## config.mk

```make
export PLATFORM = sky130hd
export DESIGN_NAME = btn_gesture_decoder
export DESIGN_NICKNAME = d
export VERILOG_FILES = /design/src/rtl/btn_gesture_decoder_pkg.sv /design/src/rtl/btn_debounce.sv /design/src/rtl/btn_gesture_decoder.sv
export SDC_FILE = /design/constraint.sdc
export NUM_CORES = 1
export LEC_CHECK = 0
export BUFFER_PORTS_ARGS = -buffer_cell sky130_fd_sc_hd__buf_2
export CAP_MARGIN = 10
export CORE_UTILIZATION = 55
export DETAILED_ROUTE_END_ITERATION = 12
export PLACE_DENSITY = 0.68
export SLEW_MARGIN = 20
export SYNTH_ARGS = -nofsm -noshare
export SYNTH_HDL_FRONTEND = slang
export SYNTH_HIERARCHICAL = 1
export SYNTH_SLANG_ARGS = --single-unit
```

## constraint.sdc

```tcl
create_clock -name clk48 -period 5.4 [get_ports clk48]
set_input_delay 0.54 -clock clk48 [delete_from_list [all_inputs] [get_ports clk48]]
set_output_delay 0.54 -clock clk48 [all_outputs]
set_load 0.005 [all_outputs]
```

## src/rtl/btn_gesture_decoder_pkg.sv

```systemverilog
// Shared definitions for the button gesture decoder: FSM state encoding and
// default timing constants for a 48 MHz clock.
package btn_gesture_decoder_pkg;

  localparam int DEF_DEBOUNCE_CYCLES   = 48_000;
  localparam int DEF_LONG_CYCLES       = 24_000_000;
  localparam int DEF_DCLICK_GAP_CYCLES = 14_400_000;
  localparam int DEF_RESET_HOLD_CYCLES = 33_554_432;

  typedef enum logic [2:0] {
    IDLE     = 3'd0,
    PRESSED  = 3'd1,
    WAIT_GAP = 3'd2,
    PRESSED2 = 3'd3,
    HELD     = 3'd4
  } state_t;

endpackage

```

## src/rtl/btn_debounce.sv

```systemverilog
// Two-flop synchroniser plus stability counter for the active-low button pad.
// Emits the debounced level and one-cycle press/release strobes aligned to it.
module btn_debounce
  import btn_gesture_decoder_pkg::*;
#(
  parameter int DEBOUNCE_CYCLES = DEF_DEBOUNCE_CYCLES
) (
  input  logic clk48,
  input  logic rst_n,
  input  logic usr_btn,
  output logic level,
  output logic press_pulse,
  output logic release_pulse
);

  localparam int CW = $clog2(DEBOUNCE_CYCLES + 1);
  localparam logic [CW-1:0] CNT_LAST = CW'(DEBOUNCE_CYCLES - 1);

  logic          sync1, sync2;
  logic [CW-1:0] cnt;

  always_ff @(posedge clk48 or negedge rst_n) begin
    if (!rst_n) begin
      sync1         <= 1'b0;
      sync2         <= 1'b0;
      cnt           <= '0;
      level         <= 1'b0;
      press_pulse   <= 1'b0;
      release_pulse <= 1'b0;
    end else begin
      sync1         <= ~usr_btn;
      sync2         <= sync1;
      press_pulse   <= 1'b0;
      release_pulse <= 1'b0;
      if (sync2 == level) begin
        cnt <= '0;
      end else if (cnt == CNT_LAST) begin
        // strobes are registered with the level so they coincide with its edge
        level         <= sync2;
        cnt           <= '0;
        press_pulse   <= sync2;
        release_pulse <= ~sync2;
      end else begin
        cnt <= cnt + CW'(1);
      end
    end
  end

endmodule

```

## src/rtl/btn_gesture_decoder.sv

```systemverilog
// Turns the raw user button into press/release, short/double/long gesture strobes
// and a hold-to-reset request. Gesture strobes appear the cycle after the deciding event.
module btn_gesture_decoder
  import btn_gesture_decoder_pkg::*;
#(
  parameter int DEBOUNCE_CYCLES   = DEF_DEBOUNCE_CYCLES,
  parameter int LONG_CYCLES       = DEF_LONG_CYCLES,
  parameter int DCLICK_GAP_CYCLES = DEF_DCLICK_GAP_CYCLES,
  parameter int RESET_HOLD_CYCLES = DEF_RESET_HOLD_CYCLES
) (
  input  logic clk48,
  input  logic rst_n,
  input  logic usr_btn,
  output logic btn_level,
  output logic press_pulse,
  output logic release_pulse,
  output logic short_click,
  output logic double_click,
  output logic long_press,
  output logic reset_req_n
);

  if (DEBOUNCE_CYCLES < 2 || LONG_CYCLES >= RESET_HOLD_CYCLES) begin : g_bad_params
    $error("btn_gesture_decoder: illegal timing parameters");
  end

  localparam int HW = $clog2(RESET_HOLD_CYCLES + 1);
  localparam int GW = $clog2(DCLICK_GAP_CYCLES + 1);
  localparam logic [HW-1:0] HOLD_MAX  = HW'(RESET_HOLD_CYCLES);
  localparam logic [HW-1:0] LONG_LAST = HW'(LONG_CYCLES - 1);
  localparam logic [HW-1:0] RST_LAST  = HW'(RESET_HOLD_CYCLES - 1);
  localparam logic [GW-1:0] GAP_MAX   = GW'(DCLICK_GAP_CYCLES);
  localparam logic [GW-1:0] GAP_LAST  = GW'(DCLICK_GAP_CYCLES - 1);

  state_t        state;
  logic [HW-1:0] hold_cnt;
  logic [GW-1:0] gap_cnt;
  logic          req_q;

  btn_debounce #(.DEBOUNCE_CYCLES(DEBOUNCE_CYCLES)) u_debounce (
    .clk48         (clk48),
    .rst_n         (rst_n),
    .usr_btn       (usr_btn),
    .level         (btn_level),
    .press_pulse   (press_pulse),
    .release_pulse (release_pulse)
  );

  // Both counters sit at 0 while the opposite level is held, so each reads 0
  // in the cycle of its starting strobe and n cycles later reads n.
  always_ff @(posedge clk48 or negedge rst_n) begin
    if (!rst_n) begin
      hold_cnt <= '0;
      gap_cnt  <= '0;
    end else begin
      if (!btn_level)              hold_cnt <= '0;
      else if (hold_cnt != HOLD_MAX) hold_cnt <= hold_cnt + HW'(1);
      if (btn_level)               gap_cnt  <= '0;
      else if (gap_cnt != GAP_MAX) gap_cnt  <= gap_cnt + GW'(1);
    end
  end

  always_ff @(posedge clk48 or negedge rst_n) begin
    if (!rst_n) begin
      state        <= IDLE;
      short_click  <= 1'b0;
      double_click <= 1'b0;
      long_press   <= 1'b0;
      req_q        <= 1'b0;
    end else begin
      short_click  <= 1'b0;
      double_click <= 1'b0;
      long_press   <= 1'b0;
      case (state)
        IDLE:     if (press_pulse) state <= PRESSED;
        PRESSED: begin
          if (release_pulse) state <= WAIT_GAP;
          else if (hold_cnt == LONG_LAST) begin
            long_press <= 1'b1;
            state      <= HELD;
          end
        end
        WAIT_GAP: begin
          if (press_pulse) state <= PRESSED2;
          else if (gap_cnt == GAP_LAST) begin
            short_click <= 1'b1;
            state       <= IDLE;
          end
        end
        PRESSED2: begin
          if (release_pulse) begin
            double_click <= 1'b1;
            state        <= IDLE;
          end else if (hold_cnt == LONG_LAST) begin
            long_press <= 1'b1;
            state      <= HELD;
          end
        end
        HELD: begin
          if (release_pulse) begin
            req_q <= 1'b0;
            state <= IDLE;
          end else if (hold_cnt == RST_LAST) begin
            req_q <= 1'b1;
          end
        end
        default:  state <= IDLE;
      endcase
    end
  end

  // Gating with the debounced level releases the request in the release_pulse cycle.
  assign reset_req_n = ~(req_q & btn_level);

endmodule

```

== Word level (Yosys, flattened, before mapping) ==
Cells that the tools add are included.
Widths: inputs -> output; s select.

* Flip-flop bits (word level): 78
* RAM bits: 0
* Bits of input ports: 3
* Memories kept: 0
* Bits in latches: 0
* Logic and storage cells: 71
* Output and inout bits: 7
* Memory bits (read-only): 0

* Reduce and logical (&&, ||, !) cells: 7
* Add/subtract/negate cells: 3
* Bitwise operators: 5
* Mux-type cells: 28
* Multiply operators: 0
* Shift operators: 0
* Magnitude comparators: 0
* Equality and inequality tests: 15
* Divide/modulo/power cells: 0

{| class="wikitable"
|+ Operators with widths
! kind !! number
|-
| $eq 26x25->1 const B || 2
|-
| $mux 26 || 2
|-
| $mux 24 || 2
|-
| $mux 16 || 2
|-
| $add 26x1->26 const B || 1
|-
| $ne 26x26->1 const B || 1
|-
| $add 24x1->24 const B || 1
|-
| $eq 24x24->1 const B || 1
|-
| $ne 24x24->1 const B || 1
|-
| $mux 3 || 7
|-
| $add 16x1->16 const B || 1
|-
| $eq 16x16->1 const B || 1
|-
| $pmux 3 s5 || 1
|-
| $mux 1 || 14
|-
| $eq 3x2->1 const B || 2
|-
| $ne 2x1->1 const B || 2
|-
| $not 1->1 || 4
|-
| $reduce_and 2->1 || 2
|-
| $reduce_bool 2->1 || 2
|-
| $eq 3x1->1 const B || 1
|-
| $eq 3x3->1 const B || 1
|-
| $logic_not 3->1 || 1
|-
| $ne 3x2->1 const B || 1
|-
| $reduce_and 3->1 || 1
|-
| 4 further kinds || 4
|}

== Longest topological paths before layout ==
* Word-level depth: 4
* Mapped depth: 6

== Cells and area by module ==
Netlist, hierarchy kept.

{| class="wikitable"
|+ Modules (own cells, without submodules)
! module !! cells an instance !! times used !! area each (um2)
|-
| btn_gesture_decoder || 327 || 1 || 3,085.5
|-
| btn_debounce || 91 || 1 || 1,011.0
|}

== Least setup slack after synthesis ==
No wires, ideal clock.

* Path kind: register -> register
* From: register gap_cnt[5]
* To: register gap_cnt[21]
* Library setup time: 0.077 ns
* Arrival: 1.869 ns
* Setup slack: 3.454 ns
* Cell stages (with the launch flop): 6
* Cell sequence: dfrtp_1 > nand4_4 > or4_4 > buf_6 > or4_1 > a21oi_1

* Cells in the longest elaborated chain, start to end: 3
* Elaborated cells on any way between the ends: 5
* Classes of those cells: add/sub (1); eq/ne (1); mux (2); reduce/logical (1)

{| class="wikitable"
|+ Ends and longest elaborated chain
! element !! line !! source
|-
| start, declared || btn_gesture_decoder.sv:37 || <nowiki>logic [GW-1:0] gap_cnt;</nowiki>
|-
| start signal, assigned || btn_gesture_decoder.sv:59 || <nowiki>else if (gap_cnt != GAP_MAX) gap_cnt <= gap_cnt + GW'(1);</nowiki>
|-
| $add 24x1->24 || btn_gesture_decoder.sv:59 ||
|-
| $mux 24 || btn_gesture_decoder.sv:59 ||
|-
| $mux 24 || btn_gesture_decoder.sv:58 || <nowiki>if (btn_level) gap_cnt <= '0;</nowiki>
|}

Parallel ways exist; a longest one is shown, timed or not. The select of a mux whose other input is x is not followed.
A chain may end at the register's enable or synchronous reset.

== Worst setup path in the final report ==
* From: register u_debounce.level
* To: output port reset_req_n

* Cells in the longest elaborated chain, start to end: 2

{| class="wikitable"
|+ Ends and longest elaborated chain
! element !! line !! source
|-
| start, declared || btn_debounce.sv:11 || <nowiki>output logic level,</nowiki>
|-
| start signal, assigned || btn_debounce.sv:39 || <nowiki>level <= sync2;</nowiki>
|-
| $and 1x1->1 || btn_gesture_decoder.sv:113 || <nowiki>assign reset_req_n = ~(req_q & btn_level);</nowiki>
|-
| $not 1->1 || btn_gesture_decoder.sv:113 ||
|-
| end, declared || btn_gesture_decoder.sv:20 || <nowiki>output logic reset_req_n</nowiki>
|}

Every way passes these cells.

==> flow_metrics.env <==
export IMPL_numPortBuffers=9
export IMPL_utilization_pct=60.67
export IMPL_clock_path_buffers=2
export IMPL_yosys_warnings=6
export IMPL_area_delta_synth_final_pct=6.842
export IMPL_setup_worst_path_end_class="output port"
export IMPL_grt_first_pass_wirelength_um=13950
export IMPL_fill_cells=656
export IMPL_worst_slew_pin_slew_ps=976.4
export IMPL_drtPass1Iterations=4
export IMPL_relSlewSlack_pct=34.91
export IMPL_tns_ps=0
export IMPL_grt_pass1_vias=2971
export IMPL_start_kind="flip-flop"
export IMPL_route_vias_total=3155
export IMPL_core_mm2=0.007214
export IMPL_yosysSeqAreaShare_pct=47.65
export IMPL_ctsResizeCount=0
export IMPL_synthTopCellsByArea="dfrtp_1 (48%), xnor2_1 (5.1%), nor2_1 (4.1%)"
export IMPL_grt_total_usage_pct=22.86
export IMPL_gp_congestion=0.8168
export IMPL_drt_total_wl_um=7896
export IMPL_async_reset_ff_share_pct=100.0
export IMPL_ioPinCount=10
export IMPL_clk_pin_slew_worst_paths_ps=80
export IMPL_synth_cell_types=53
export IMPL_syn_area_mm2=0.004096
export IMPL_initial_core_util_pct=56.78
export IMPL_antenna_left=0
export IMPL_dieHeight_um=88.30
export IMPL_die_w_um=88.30
export IMPL_max_freq_mhz=451.4
export IMPL_die_area_mm2=0.007797
export IMPL_first_iter_violations=176
export IMPL_worstRegToRegCells=4
export IMPL_root_buffer="clkbuf_8"
export IMPL_worstSetupPathType="reg2out"
export IMPL_grt_max_degree=79
export IMPL_period_minus_slack_ps=2215
export IMPL_setup_viol=0
export IMPL_irDropWorstVdd_mv=0.1380
export IMPL_p_leak_uw=0.001733
export IMPL_drive_above_1_share_pct=10.90
export IMPL_yosysTopAreaCellShare_pct=47.65
export IMPL_finalPower_uw=1001
export IMPL_ys_seq_elements=78
export IMPL_dp_hpwl_um=5395
export IMPL_worst_slack_ps=3185
export IMPL_synth_edf_count=0
export IMPL_floorplan_rows=31
export IMPL_synth_most_common_cell="dfrtp_1"
export IMPL_multiInputGateArea_mm2=0.002012
export IMPL_hold_viol_final=0
export IMPL_antenna_found_initial=0
export IMPL_cts_buffers=9
export IMPL_dp_slack_ps=3357
export IMPL_synth_flop_cell="dfrtp_1"
export IMPL_synthTopCellsByCount="dfrtp_1 (78), nor2_1 (45), nand2_1 (27)"
export IMPL_critPathArrivalTime_ps=1680
export IMPL_critPathMaxFanout=27
export IMPL_clock_skew_ps=10.87
export IMPL_postCtsSetupBuffers=0
export IMPL_htreeDepth=3
export IMPL_fin_nets=436
export IMPL_yosysTopAreaCell="dfrtp_1"
export IMPL_period_share_pct=41.02
export IMPL_cts_sinks=78
export IMPL_grt_overflow_total=0
export IMPL_hp_class="in2reg"
export IMPL_outcome="complete, no violations"
export IMPL_drv_cap=0
export IMPL_rsz0062_at_grt="no"
export IMPL_power_density_mw_per_mm2=228.8
export IMPL_syn_num_nets=426
export IMPL_cts_tree="yes"
export IMPL_worstHoldPathCells=2
export IMPL_cp_required_ps=4860
export IMPL_antenna_cells=0
export IMPL_clk_latency_ps=340
export IMPL_routed_via_density=5.953
export IMPL_seq_area_mm2=0.001952
export IMPL_synth_cells=418
export IMPL_drc_errors=0
export IMPL_reg2reg_slack_ps=3320
export IMPL_syn_avg_cell_area_um2=9.800
export IMPL_slew_viol_final=0
export IMPL_wl_per_cell_um=14.90
export IMPL_cts_hold_buf=0
## cell usage in the layout, fill, tap and decap left out, types with 13 or more instances in the layout
master,instances
a21oi_1,22
dfrtp_1,78
inv_1,16
nand2_1,27
nand3_1,25
nand4_1,15
nor2_1,45
nor3_1,15
xnor2_1,24
xor2_1,13
## worst paths after layout
check,start,endpoint
setup / recovery,u_debounce/level,reset_req_n
hold / removal,usr_btn,u_debounce/sync1
setup reg to reg,hold_cnt[15],state[1]
hold reg to reg,u_debounce/sync1,u_debounce/sync2
max in group asynchronous,rst_n,short_click
min in group asynchronous,rst_n,gap_cnt[0]
## final cells by class
| cell class | instances | area share, % |
|---|---|---|
| Tap cell | 99 | 2.830 |
| Timing Repair Buffer | 10 | 1.258 |
| Clock buffer | 13 | 3.859 |
| Clock inverter | 1 | 0.1144 |
| Multi-Input combinational cell | 313 | 45.97 |
| Sequential cell | 78 | 44.60 |
| Inverter | 16 | 1.372 |
## per-stage QoR
step / instance area, um^2 / instances / hold WS [ps]
6_report: 4377 / 530 / 324.6
5_1_grt: 4377 / 530 / 319.1
4_1_cts: 4377 / 530 / 312.9
3_5_place_dp: 4203 / 516 / 341.1
3_3_place_gp: 4203 / 516 / 332.7
2_1_floorplan: 4096 / 418 / 244.4
## metal layers
metal | track usage, % | up-vias | wire length [um] | part of all wire, %
met5 | 0 | - | 0 | 0
met4 | 9.824 | 0 | 118 | 1.5
met3 | 2.799 | 10 | 203 | 2.6
met2 | 34.90 | 47 | 3718 | 47
met1 | 32.87 | 1572 | 3856 | 49
li1 | - | 1526 | - | -
## kinds of logic (layout without fill, tap and decap cells)
kind of cell / count (synthesis) / in the layout / share of synthesized area (%)
XOR/XNOR: 37 / 37 / 7.911
AND/OR/NAND/NOR: 212 / 212 / 30.30
multiplexers: 6 / 6 / 1.558
flip-flops: 78 / 78 / 47.65
adder cells (fa/ha/maj): 5 / 5 / 1.527
AO/OA/AOI/OAI: 53 / 53 / 7.820
buffers and inverters: 27 / 40 / 3.238
## worst max-delay path, stage by stage, from the launching register on
cell	delay [ps]
dfrtp_1	710
buf_4	400
nand2_1	90
buf_2	130
## sequential cells by signal, indices dropped and copies added, names as in the netlist, 3 cells and up
register,flops
state,3
hold_cnt,26
u_debounce/cnt,16
gap_cnt,24
## report_power, final
group	total (uW)	switching (uW)	internal (uW)
clock	394	195	199
sequential	590	3.25	586
combinational	17.4	14.2	3.20
(Power assumes the default switching activity.)
